**config.mk**
```make
export PLATFORM = sky130hd
export DESIGN_NAME = dsp_op_sequencer
export DESIGN_NICKNAME = d
export VERILOG_FILES = /design/src/rtl/dsp_op_sequencer.sv
export SDC_FILE = /design/constraint.sdc
export NUM_CORES = 1
export LEC_CHECK = 0
export ABC_AREA = 1
export BUFFER_PORTS_ARGS = -buffer_cell sky130_fd_sc_hd__buf_4
export CAP_MARGIN = 20
export CELL_PAD_IN_SITES_DETAIL_PLACEMENT = 1
export CELL_PAD_IN_SITES_GLOBAL_PLACEMENT = 1
export CORE_MARGIN = 3
export CORE_UTILIZATION = 35
export DETAILED_ROUTE_END_ITERATION = 7
export HOLD_SLACK_MARGIN = 0.1
export PLACE_DENSITY_LB_ADDON = 0.08
export SLEW_MARGIN = 20
export SYNTH_ARGS = -nofsm -noshare
export SYNTH_HDL_FRONTEND = slang
export SYNTH_SLANG_ARGS = --single-unit
export TNS_END_PERCENT = 50
```
**constraint.sdc**
```tcl
create_clock -name clk -period 5.07 [get_ports clk]
set_input_delay 0.507 -clock clk [delete_from_list [all_inputs] [get_ports clk]]
set_output_delay 0.507 -clock clk [all_outputs]
set_load 0.01 [all_outputs]
```
**src/rtl/dsp_op_sequencer.sv**
```systemverilog
// Request sequencer for a pipelined DSP48A1 slice: issues operands, tracks them through
// the slice latency and returns results in order through a credit-limited response FIFO.
// Build macro DSP_SEQ_TAG_EN adds a 4-bit tag that travels from request to response.
module dsp_op_sequencer #(
    parameter int LATENCY   = 3,
    parameter int RSP_DEPTH = 4
) (
    input  logic        clk,
    input  logic        rst_n,
    input  logic        req_valid,
    output logic        req_ready,
    input  logic [17:0] req_a,
    input  logic [17:0] req_b,
    input  logic [17:0] req_d,
    input  logic [47:0] req_c,
    input  logic [7:0]  req_opmode,
    output logic [17:0] a,
    output logic [17:0] b,
    output logic [17:0] d,
    output logic [47:0] c,
    output logic [7:0]  opmode,
    output logic        ce,
    output logic        dsp_rst,
    input  logic [47:0] p,
    input  logic        carryout,
    output logic        rsp_valid,
    input  logic        rsp_ready,
    output logic [47:0] rsp_p,
    output logic        rsp_carryout,
    input  logic        soft_clr,
`ifdef DSP_SEQ_TAG_EN
    input  logic [3:0]  req_tag,
    output logic [3:0]  rsp_tag,
`endif
    output logic        busy
);

    localparam logic [1:0] ST_INIT  = 2'd0;
    localparam logic [1:0] ST_RUN   = 2'd1;
    localparam logic [1:0] ST_DRAIN = 2'd2;

    localparam int CW  = $clog2(RSP_DEPTH + 1);
    localparam int PW  = $clog2(RSP_DEPTH);
    localparam int LCW = $clog2(LATENCY + 1);
`ifdef DSP_SEQ_TAG_EN
    localparam int EW  = 53;
`else
    localparam int EW  = 49;
`endif

    logic [1:0]     state_r;
    logic [1:0]     state_nxt_s;
    logic [LCW-1:0] init_cnt_r;
    logic [CW-1:0]  inflight_r;
    logic [CW-1:0]  fifo_cnt_r;
    logic [CW:0]    occupancy_s;
    logic           issue_r;
    logic [LATENCY-1:0] vpipe_r;
    logic [EW-1:0]  fifo_mem_r [RSP_DEPTH];
    logic [EW-1:0]  push_data_s;
    logic [PW-1:0]  wr_ptr_r;
    logic [PW-1:0]  rd_ptr_r;
    logic           accept_s;
    logic           push_s;
    logic           pop_s;
`ifdef DSP_SEQ_TAG_EN
    logic [3:0]     tag_r;
    logic [3:0]     tpipe_r [LATENCY];
`endif

    function automatic logic [PW-1:0] next_ptr(input logic [PW-1:0] ptr);
        if (ptr == PW'(RSP_DEPTH - 1)) begin
            return {PW{1'b0}};
        end else begin
            return ptr + PW'(1);
        end
    endfunction

    // Handshake, credit check and next-state decode
    always_comb begin
        occupancy_s = {1'b0, inflight_r} + {1'b0, fifo_cnt_r};
        push_s      = vpipe_r[LATENCY-1];
        pop_s       = (fifo_cnt_r != {CW{1'b0}}) && rsp_ready;
        // Credit covers both buffered and in-flight results so the FIFO can never overflow
        if ((state_r == ST_RUN) && (occupancy_s < (CW+1)'(RSP_DEPTH)) && !soft_clr) begin
            req_ready = 1'b1;
        end else begin
            req_ready = 1'b0;
        end
        accept_s    = req_valid && req_ready;
        state_nxt_s = state_r;
        case (state_r)
            ST_INIT: begin
                if (init_cnt_r == LCW'(LATENCY - 1)) begin
                    state_nxt_s = ST_RUN;
                end else begin
                    state_nxt_s = ST_INIT;
                end
            end
            ST_RUN: begin
                if (soft_clr) begin
                    state_nxt_s = ST_DRAIN;
                end else begin
                    state_nxt_s = ST_RUN;
                end
            end
            ST_DRAIN: begin
                if (inflight_r == {CW{1'b0}}) begin
                    state_nxt_s = ST_INIT;
                end else begin
                    state_nxt_s = ST_DRAIN;
                end
            end
            default: state_nxt_s = ST_INIT;
        endcase
    end

    // Sequencer state, INIT cycle count and DSP reset/enable
    always_ff @(posedge clk or negedge rst_n) begin
        if (!rst_n) begin
            state_r    <= ST_INIT;
            init_cnt_r <= {LCW{1'b0}};
            dsp_rst    <= 1'b1;
            ce         <= 1'b0;
        end else begin
            state_r <= state_nxt_s;
            if (state_r == ST_INIT) begin
                init_cnt_r <= init_cnt_r + LCW'(1);
            end else begin
                init_cnt_r <= {LCW{1'b0}};
            end
            dsp_rst <= (state_nxt_s == ST_INIT);
            ce      <= 1'b1;
        end
    end

    // Operand registers: load the accepted request, otherwise idle zeros
    always_ff @(posedge clk or negedge rst_n) begin
        if (!rst_n) begin
            a       <= 18'd0;
            b       <= 18'd0;
            d       <= 18'd0;
            c       <= 48'd0;
            opmode  <= 8'h00;
            issue_r <= 1'b0;
        end else if (accept_s) begin
            a       <= req_a;
            b       <= req_b;
            d       <= req_d;
            c       <= req_c;
            opmode  <= req_opmode;
            issue_r <= 1'b1;
        end else begin
            a       <= 18'd0;
            b       <= 18'd0;
            d       <= 18'd0;
            c       <= 48'd0;
            opmode  <= 8'h00;
            issue_r <= 1'b0;
        end
    end

    // Valid shift register aligned with the DSP pipeline so its tail marks a valid P
    always_ff @(posedge clk or negedge rst_n) begin
        if (!rst_n) begin
            vpipe_r <= {LATENCY{1'b0}};
        end else begin
            vpipe_r[0] <= issue_r;
            for (int k = 1; k < LATENCY; k++) begin
                vpipe_r[k] <= vpipe_r[k-1];
            end
        end
    end

`ifdef DSP_SEQ_TAG_EN
    // Tag follows its request alongside the valid pipe
    always_ff @(posedge clk or negedge rst_n) begin
        if (!rst_n) begin
            tag_r <= 4'd0;
            for (int k = 0; k < LATENCY; k++) begin
                tpipe_r[k] <= 4'd0;
            end
        end else begin
            if (accept_s) begin
                tag_r <= req_tag;
            end else begin
                tag_r <= 4'd0;
            end
            tpipe_r[0] <= tag_r;
            for (int k = 1; k < LATENCY; k++) begin
                tpipe_r[k] <= tpipe_r[k-1];
            end
        end
    end

    assign push_data_s = {tpipe_r[LATENCY-1], carryout, p};
    assign rsp_tag     = fifo_mem_r[rd_ptr_r][52:49];
`else
    assign push_data_s = {carryout, p};
`endif

    // In-flight counter: accepted but not yet captured into the FIFO
    always_ff @(posedge clk or negedge rst_n) begin
        if (!rst_n) begin
            inflight_r <= {CW{1'b0}};
        end else begin
            case ({accept_s, push_s})
                2'b10:   inflight_r <= inflight_r + CW'(1);
                2'b01:   inflight_r <= inflight_r - CW'(1);
                default: inflight_r <= inflight_r;
            endcase
        end
    end

    // Response FIFO storage, pointers and occupancy
    always_ff @(posedge clk or negedge rst_n) begin
        if (!rst_n) begin
            for (int k = 0; k < RSP_DEPTH; k++) begin
                fifo_mem_r[k] <= {EW{1'b0}};
            end
            wr_ptr_r   <= {PW{1'b0}};
            rd_ptr_r   <= {PW{1'b0}};
            fifo_cnt_r <= {CW{1'b0}};
        end else begin
            if (push_s) begin
                fifo_mem_r[wr_ptr_r] <= push_data_s;
                wr_ptr_r             <= next_ptr(wr_ptr_r);
            end
            if (pop_s) begin
                rd_ptr_r <= next_ptr(rd_ptr_r);
            end
            case ({push_s, pop_s})
                2'b10:   fifo_cnt_r <= fifo_cnt_r + CW'(1);
                2'b01:   fifo_cnt_r <= fifo_cnt_r - CW'(1);
                default: fifo_cnt_r <= fifo_cnt_r;
            endcase
        end
    end

    assign rsp_valid    = (fifo_cnt_r != {CW{1'b0}});
    assign rsp_p        = fifo_mem_r[rd_ptr_r][47:0];
    assign rsp_carryout = fifo_mem_r[rd_ptr_r][48];
    assign busy         = !((state_r == ST_RUN) && (inflight_r == {CW{1'b0}}));

endmodule

```
==> Word level (Yosys, flattened, before mapping) <==
Cells that the tools add are included.
{ "classes": {"order_cmp": 4, "n_eq_ne": 9, "addsub": 8, "n_reduce_logical": 14, "n_bitwise": 2, "mux": 22} }
{ "op_table": {"columns": ["op", "count"], "rows": [
  ["bitwise mux 196 bit", 1],
  ["2-to-1 mux 49 bit", 3],
  ["binary-select mux 49 bit (select 2 bit)", 1],
  ["demux 49 bit (select 2 bit)", 1],
  ["2-to-1 mux 18 bit", 3],
  ["2-to-1 mux 48 bit", 1],
  ["equality test 2 bit (second input constant)", 6],
  ["one-hot mux 3 bit (2 select lines)", 2],
  ["2-to-1 mux 2 bit", 5],
  ["2-to-1 mux 8 bit", 1],
  ["adder 2 x 1 -> 2 bit (second input constant)", 3],
  ["adder 3 x 1 -> 3 bit (second input constant)", 2],
  ["equality test 2 x 1 -> 1 bit (second input constant)", 3],
  [">= comparator 3 bit (second input constant)", 2],
  ["logical AND 1 bit", 6],
  ["inverter 2 -> 3 bit", 2],
  ["one-hot mux 2 bit (3 select lines)", 1],
  ["subtractor 3 x 1 -> 3 bit (second input constant)", 2],
  ["adder 3 x 3 -> 4 bit", 1],
  ["zero test 2 bit", 2],
  ["< comparator 4 x 3 -> 1 bit (second input constant)", 1],
  ["nonzero test 2 bit", 2],
  ["zero test 3 bit", 1],
  ["< comparator 3 x 1 -> 1 bit (second input constant)", 1],
  ["other kinds (3)", 6]
]} }
{ "word_totals": {"ff_bits": 326, "wordCells": 78} }

==> Longest topological paths before layout <==
{ "logic_depth": {"depth_word": 8, "ltp_mapped": 13, "mapped_depth_nobuf": 12} }

==> Worst setup path after synthesis <==
OpenSTA, ideal clock, no wires.
{ "synth_timing": {"path_type": "register to register", "startpoint": "reg inflight_r[1]", "endpoint": "reg inflight_r[2]", "t_required_ps": 4947, "arrival_time_ps": 2002, "stages_incl_launch_ff": 13, "path_slack_ps": 2945, "cell_sequence": "dfrtp_1 ha_1 nand2_1 nor2_1 nor2_2 nand3_4 buf_2 ha_1 inv_1 fa_1 nand2_1 nand3b_1 xor2_1"} }
{ "synth_between": {"elab_chain_cells": 8, "word_cells_on_any_way": 12, "cone_classes": "add/sub (3); order compare (1); eq/ne (2); mux (2); reduce/logical (4)"} }
{ "synth_lines": {"columns": ["element", "line_no", "source"], "rows": [
  ["start: declaration", "54", "logic [CW-1:0] inflight_r;"],
  ["start signal: assignment", "205", "inflight_r <= {CW{1'b0}};"],
  ["start signal: assignment", "208", "2'b10: inflight_r <= inflight_r + CW'(1);"],
  ["start signal: assignment", "209", "2'b01: inflight_r <= inflight_r - CW'(1);"],
  ["adder 3 x 3 -> 4 bit", "81", "occupancy_s = {1'b0, inflight_r} + {1'b0, fifo_cnt_r};"],
  ["< comparator 4 x 3 -> 1 bit", "85", "if ((state_r == ST_RUN) && (occupancy_s < (CW+1)'(RSP_DEPTH)) && !soft_clr) begin"],
  ["logical AND 1 bit (2 in a row)", "85", null],
  ["2-to-1 mux 1 bit", "85", null],
  ["logical AND 1 bit", "90", "accept_s = req_valid && req_ready;"],
  ["equality test 2 x 1 -> 1 bit / equality test 2 bit (equally long branches)", "207", "case ({accept_s, push_s})"],
  ["one-hot mux 3 bit (2 select lines) / nonzero test 2 bit (equally long branches)", null, null]
]} }
Several ways; a longest one is shown, not always the timed one.
A chain may end at the register's enable or synchronous reset.

==> Worst setup path in the final report <==
{ "layout_timing": {"startpoint": "reg rd_ptr_r[1]", "endpoint": "out rsp_p[47]"} }
{ "layout_between": {"elab_chain_cells": 4} }
{ "layout_lines": {"columns": ["element", "line_no", "source"], "rows": [
  ["start: declaration", "62", "logic [PW-1:0] rd_ptr_r;"],
  ["start signal: assignment", "222", "rd_ptr_r <= {PW{1'b0}};"],
  ["start signal: assignment", "230", "rd_ptr_r <= next_ptr(rd_ptr_r);"],
  ["inverter 2 -> 3 bit (not written as such)", "241", "assign rsp_p = fifo_mem_r[rd_ptr_r][47:0];"],
  ["binary-select mux 49 bit (select 2 bit)", "241", null],
  ["2-to-1 mux 49 bit (2 in a row)", null, null],
  ["end: declaration", "28", "output logic [47:0] rsp_p,"]
]} }
Every way passes these cells. The select of a mux whose other input is x is not followed.

==> results_tabular.tex <==
\begin{tabular}{lr}
\hline
Metric & Value \\
\hline
\multicolumn{2}{l}{\textbf{Route}} \\
Remaining antenna violation count after routing & 0 \\
Via total after detailed routing & roughly 10,000 \\
Avg WL per Cell & approximately 18 um \\
Total routed wirelength & between 40,000 and 50,000 um \\
Number of detailed-route iterations in the first pass & 4 \\
Average via count per standard cell & approximately 4.6 \\
DRC Markers & 0 \\
Initial detailed-routing violation count & 428 \\
\multicolumn{2}{l}{\textbf{CTS}} \\
Number of buffers added by the clock tree synthesis step & 40 \\
Clock tree root buffer cell & sky130\_fd\_sc\_hd\_\_clkbuf\_16 \\
Clock latency at the later pin of the worst-skew pair & 520 ps \\
Clock transition at the register clock pins on the worst setup and hold paths after CTS & $\sim$50 ps \\
TritonCTS clock tree & yes \\
CTS max path bufs & 3 \\
Sinks on Clock Net & 326 \\
Count of H-tree levels built during CTS & 2 \\
\multicolumn{2}{l}{\textbf{STA}} \\
Unrepaired setup endpoints after global routing & false \\
Highest Clock Rate & $\sim$0.34 GHz \\
Worst Hold Margin & a little over 200 ps \\
Final Cycle Share & 57.9\% \\
Final TNS setup & 0 ps \\
Setup Viol. Count Final & 0 \\
Remaining max-slew budget at the tightest pin & roughly 29\% \\
Slew at the pin closest to its max-slew limit & 1070 ps \\
Number of hold-slack violations in the final timing report & 0 \\
Clock skew & 13.0 ps \\
Number of pins with negative max-slew slack in the final report & 0 \\
Fin worst setup slack & 2140 ps \\
Min cycle time layout & between 2000 and 3000 ps \\
\multicolumn{2}{l}{\textbf{Global routing}} \\
Number of global-route vias before repair & 11,000 \\
Antenna violations before repair & 2 \\
First-pass GRT wire length & roughly 64,000 um \\
Grt total ovfl & 0 \\
Overall fraction of global-route tracks in use & roughly a fifth \\
Maximum number of pins on one net before global-route repair & about 120 \\
\multicolumn{2}{l}{\textbf{Floorplan}} \\
Total core area & approximately 38,000 sq um \\
Chip Height & just over 200 um \\
Die area & a little over 40,000 sq um \\
Initial core utilization & 35.9\% \\
Die Width & slightly above 200 um \\
Row count & 71 \\
I/O pin total & 328 \\
\multicolumn{2}{l}{\textbf{Cells and area}} \\
\# nets final & 1,874 \\
Number of inserted filler cells in the final layout & 4,312 \\
Area growth, synth to finish & 29.6\% \\
Ratio of cells with drive above 1 in the final layout & about 28\% \\
\multicolumn{2}{l}{\textbf{Critical path}} \\
Launch instance of the worst register-to-register path & inflight\_r[1]\$\_DFFE\_PN0P\_ \\
Critical path launch point type & flop \\
End of the worst register-to-register path & b[17]\$\_DFF\_PN0\_ \\
Capture point of the worst path & rsp\_p[47] \\
Cell with the most instances on the worst path & sky130\_fd\_sc\_hd\_\_buf\_4 \\
FF-to-FF setup slack & between 2000 and 3000 ps \\
Delay of the slowest cell on the worst path & about 550 ps \\
CP cell instances & inv\_1, buf\_4, o21ai\_0, o22ai\_1, buf\_4 \\
Origin of the worst setup path & rd\_ptr\_r[1]\$\_DFFE\_PN0P\_ \\
Setup crit end kind & output port \\
Category of the critical setup timing path & reg -> out \\
Buffers plus inverters on the worst setup path & 3 \\
Worst path arrival time & around 2400 ps \\
Required arrival time at the worst endpoint & $\sim$4600 ps \\
Slowest stage cell on the critical path & sky130\_fd\_sc\_hd\_\_buf\_4 \\
Crit-path max FO & 41 \\
Critical path depth & 5 \\
Gate family responsible for the most delay along the worst path & buffers and inverters \\
Cell count of the worst reg-to-reg path & 8 \\
\multicolumn{2}{l}{\textbf{Outcome}} \\
Result of the run & finished clean \\
\multicolumn{2}{l}{\textbf{Synth}} \\
Number of synthesized register bits & between 300 and 400 \\
Count of synthesis-stage warnings from yosys & 0 \\
Post-synthesis net count & approximately 1,600 \\
Biggest area consumer among synthesized cells & sky130\_fd\_sc\_hd\_\_dfrtp\_1 \\
Number of synthesized flops with an enable pin & 0 \\
Number of distinct library cells after synthesis & 30 \\
Synth Flop Type & sky130\_fd\_sc\_hd\_\_dfrtp\_1 \\
Synthesized area & $\sim$14,000 sq um \\
Post-synth top cells & 325 x sky130\_fd\_sc\_hd\_\_dfrtp\_1, 291 x sky130\_fd\_sc\_hd\_\_o21ai\_0, 214 x sky130\_fd\_sc\_hd\_\_nand2\_1 \\
Synthesized instance count & approximately 1,400 \\
Count leader, synth & sky130\_fd\_sc\_hd\_\_dfrtp\_1 \\
Post-synth ARST share & between 90\% and 100\% \\
Share of the synthesized area in the top cell type & 59.5\% \\
Synthesized area per cell & 9.75 sq um \\
Cell types with the largest area share after synthesis & sky130\_fd\_sc\_hd\_\_dfrtp\_1 59\%, sky130\_fd\_sc\_hd\_\_o21ai\_0 11\%, sky130\_fd\_sc\_hd\_\_nor2\_4 6.6\%, sky130\_fd\_sc\_hd\_\_nand2\_1 5.9\%, sky130\_fd\_sc\_hd\_\_inv\_1 4.9\% \\
Portion of the post-synthesis area used by sequential elements & between 50\% and 60\% \\
\multicolumn{2}{l}{\textbf{Worst hold path}} \\
Min-delay worst type & in -> reg \\
\multicolumn{2}{l}{\textbf{Placed design}} \\
Post-place setup slack & roughly 2500 ps \\
Count of input and output buffers & about 330 \\
Post-detail-place hpwl & between 20,000 and 30,000 um \\
Placer's final routability congestion estimate & roughly 0.74 \\
\multicolumn{2}{l}{\textbf{Power and ir drop}} \\
Peak supply drop & 0.000317 V \\
Design Power & $\sim$8.2 mW \\
Leakage Power & 9.20 nW \\
Power Dens Cells & about 460 nW/um\^{}2 \\
\multicolumn{2}{l}{\textbf{Flow run}} \\
Max-cap violations & 0 \\
\hline
\end{tabular}
==> through the flow <==
stage          std cells  area (sq um)  utilization, %
6_report            2238         17700            46.5
5_1_grt             2238         17700            46.5
4_1_cts             2235         17600            46.3
3_5_place_dp        2164         16400            43.0
3_3_place_gp        2164         16400            43.0
2_1_floorplan       1402         13700               -
==> cell usage in the layout, fill, tap and decap left out, types with 2 or more instances in the layout <==
master / count
sky130_fd_sc_hd__o21ai_1: 10
sky130_fd_sc_hd__xor2_1: 2
sky130_fd_sc_hd__buf_16: 2
sky130_fd_sc_hd__dfrtp_1: 323
sky130_fd_sc_hd__xnor2_1: 2
sky130_fd_sc_hd__nand3b_1: 2
sky130_fd_sc_hd__nand2_4: 3
sky130_fd_sc_hd__buf_12: 2
sky130_fd_sc_hd__o22ai_1: 49
sky130_fd_sc_hd__inv_1: 179
sky130_fd_sc_hd__clkbuf_8: 8
sky130_fd_sc_hd__o21ai_0: 291
sky130_fd_sc_hd__nand2_1: 210
sky130_fd_sc_hd__nor2_1: 135
sky130_fd_sc_hd__clkbuf_16: 41
sky130_fd_sc_hd__nor2_2: 2
sky130_fd_sc_hd__nor2_4: 80
sky130_fd_sc_hd__fa_1: 2
sky130_fd_sc_hd__nand3_1: 5
sky130_fd_sc_hd__buf_4: 331
sky130_fd_sc_hd__clkinv_2: 5
sky130_fd_sc_hd__clkbuf_1: 15
sky130_fd_sc_hd__ha_1: 10
==> state kept, by name (all words and copies together), names as in the netlist, 2 cells and up <==
register    cells
fifo_mem_r    196
c              48
a              18
b              18
d              18
opmode          8
fifo_cnt_r      3
inflight_r      3
vpipe_r         3
init_cnt_r      2
rd_ptr_r        2
state_r         2
wr_ptr_r        2
==> cell type report <==
class | count | area, sq um | area share, %
multi-input cells | 810 | 4360 | 24.6
clock buffers | 64 | 1190 | 6.73
well taps | 511 | 639 | 3.61
inverters | 182 | 686 | 3.87
flip-flops and latches | 326 | 8160 | 46.1
repair buffers | 338 | 2620 | 14.8
diodes | 1 | 2.50 | 0.0141
clock inverters | 6 | 55.1 | 0.311
==> worst min path at each step <==
stage | from | endpoint | slack, ps | cells past startpoint
global route | req_a[15] | a[15]$_DFF_PN0_ | 190 | 3
global placement | issue_r$_DFF_PN0_ | vpipe_r[0]$_DFF_PN0_ | 330 | 0
CTS | req_a[14] | a[14]$_DFF_PN0_ | 180 | 3
detailed placement | vpipe_r[0]$_DFF_PN0_ | vpipe_r[1]$_DFF_PN0_ | 340 | 0
floorplan | rst_n | a[0]$_DFF_PN0_ | 210 | 0
finish | req_a[15] | a[15]$_DFF_PN0_ | 210 | 3
==> per-layer routing <==
layer | up-vias | GRT usage [%] | part of all wire (%)
li1 | 5003 | - | -
met1 | 5073 | 24.5 | 41
met2 | 272 | 31.5 | 47
met3 | 51 | 8.06 | 9.4
met4 | 2 | 4.50 | 2.1
met5 | - | 0 | 0.032
==> worst register-to-register path, cell delays in order, from the launching register on <==
cell and delay, ps:
sky130_fd_sc_hd__dfrtp_1 400, sky130_fd_sc_hd__ha_1 300, sky130_fd_sc_hd__nand2_1 50, sky130_fd_sc_hd__nor2_1 110
sky130_fd_sc_hd__nor2_2 70, sky130_fd_sc_hd__nand3_4 70, sky130_fd_sc_hd__buf_12 320, sky130_fd_sc_hd__buf_16 550
sky130_fd_sc_hd__nor2_1 180
==> where the power goes <==
part	internal (mW)	leakage [nW]	switching (mW)	total, mW
Sequential	3.01	3.58	0.213	3.22
Combinational	0.897	5.01	1.38	2.27
Clock	1.65	0.614	1.06	2.71
==> cell families (layout without fill, tap and decap cells) <==
logic type      count (synthesis)  in the layout  synth area share [%]
compound gates                351            351                  13.3
xor+xnor                        4              4                 0.256
fa+ha+maj                      12             12                  1.21
buf+inv                       266            590                  8.71
flops                         326            326                  59.7
other cells                     1              2                0.0274
simple gates                  442            442                  16.8
==> repair_timing <==
item,in CTS,in global routing
hold buffers,1,0
hold endpoints to repair,29,0
gates resized for setup,0,0
setup buffers,0,0
(Power assumes the default switching activity.)
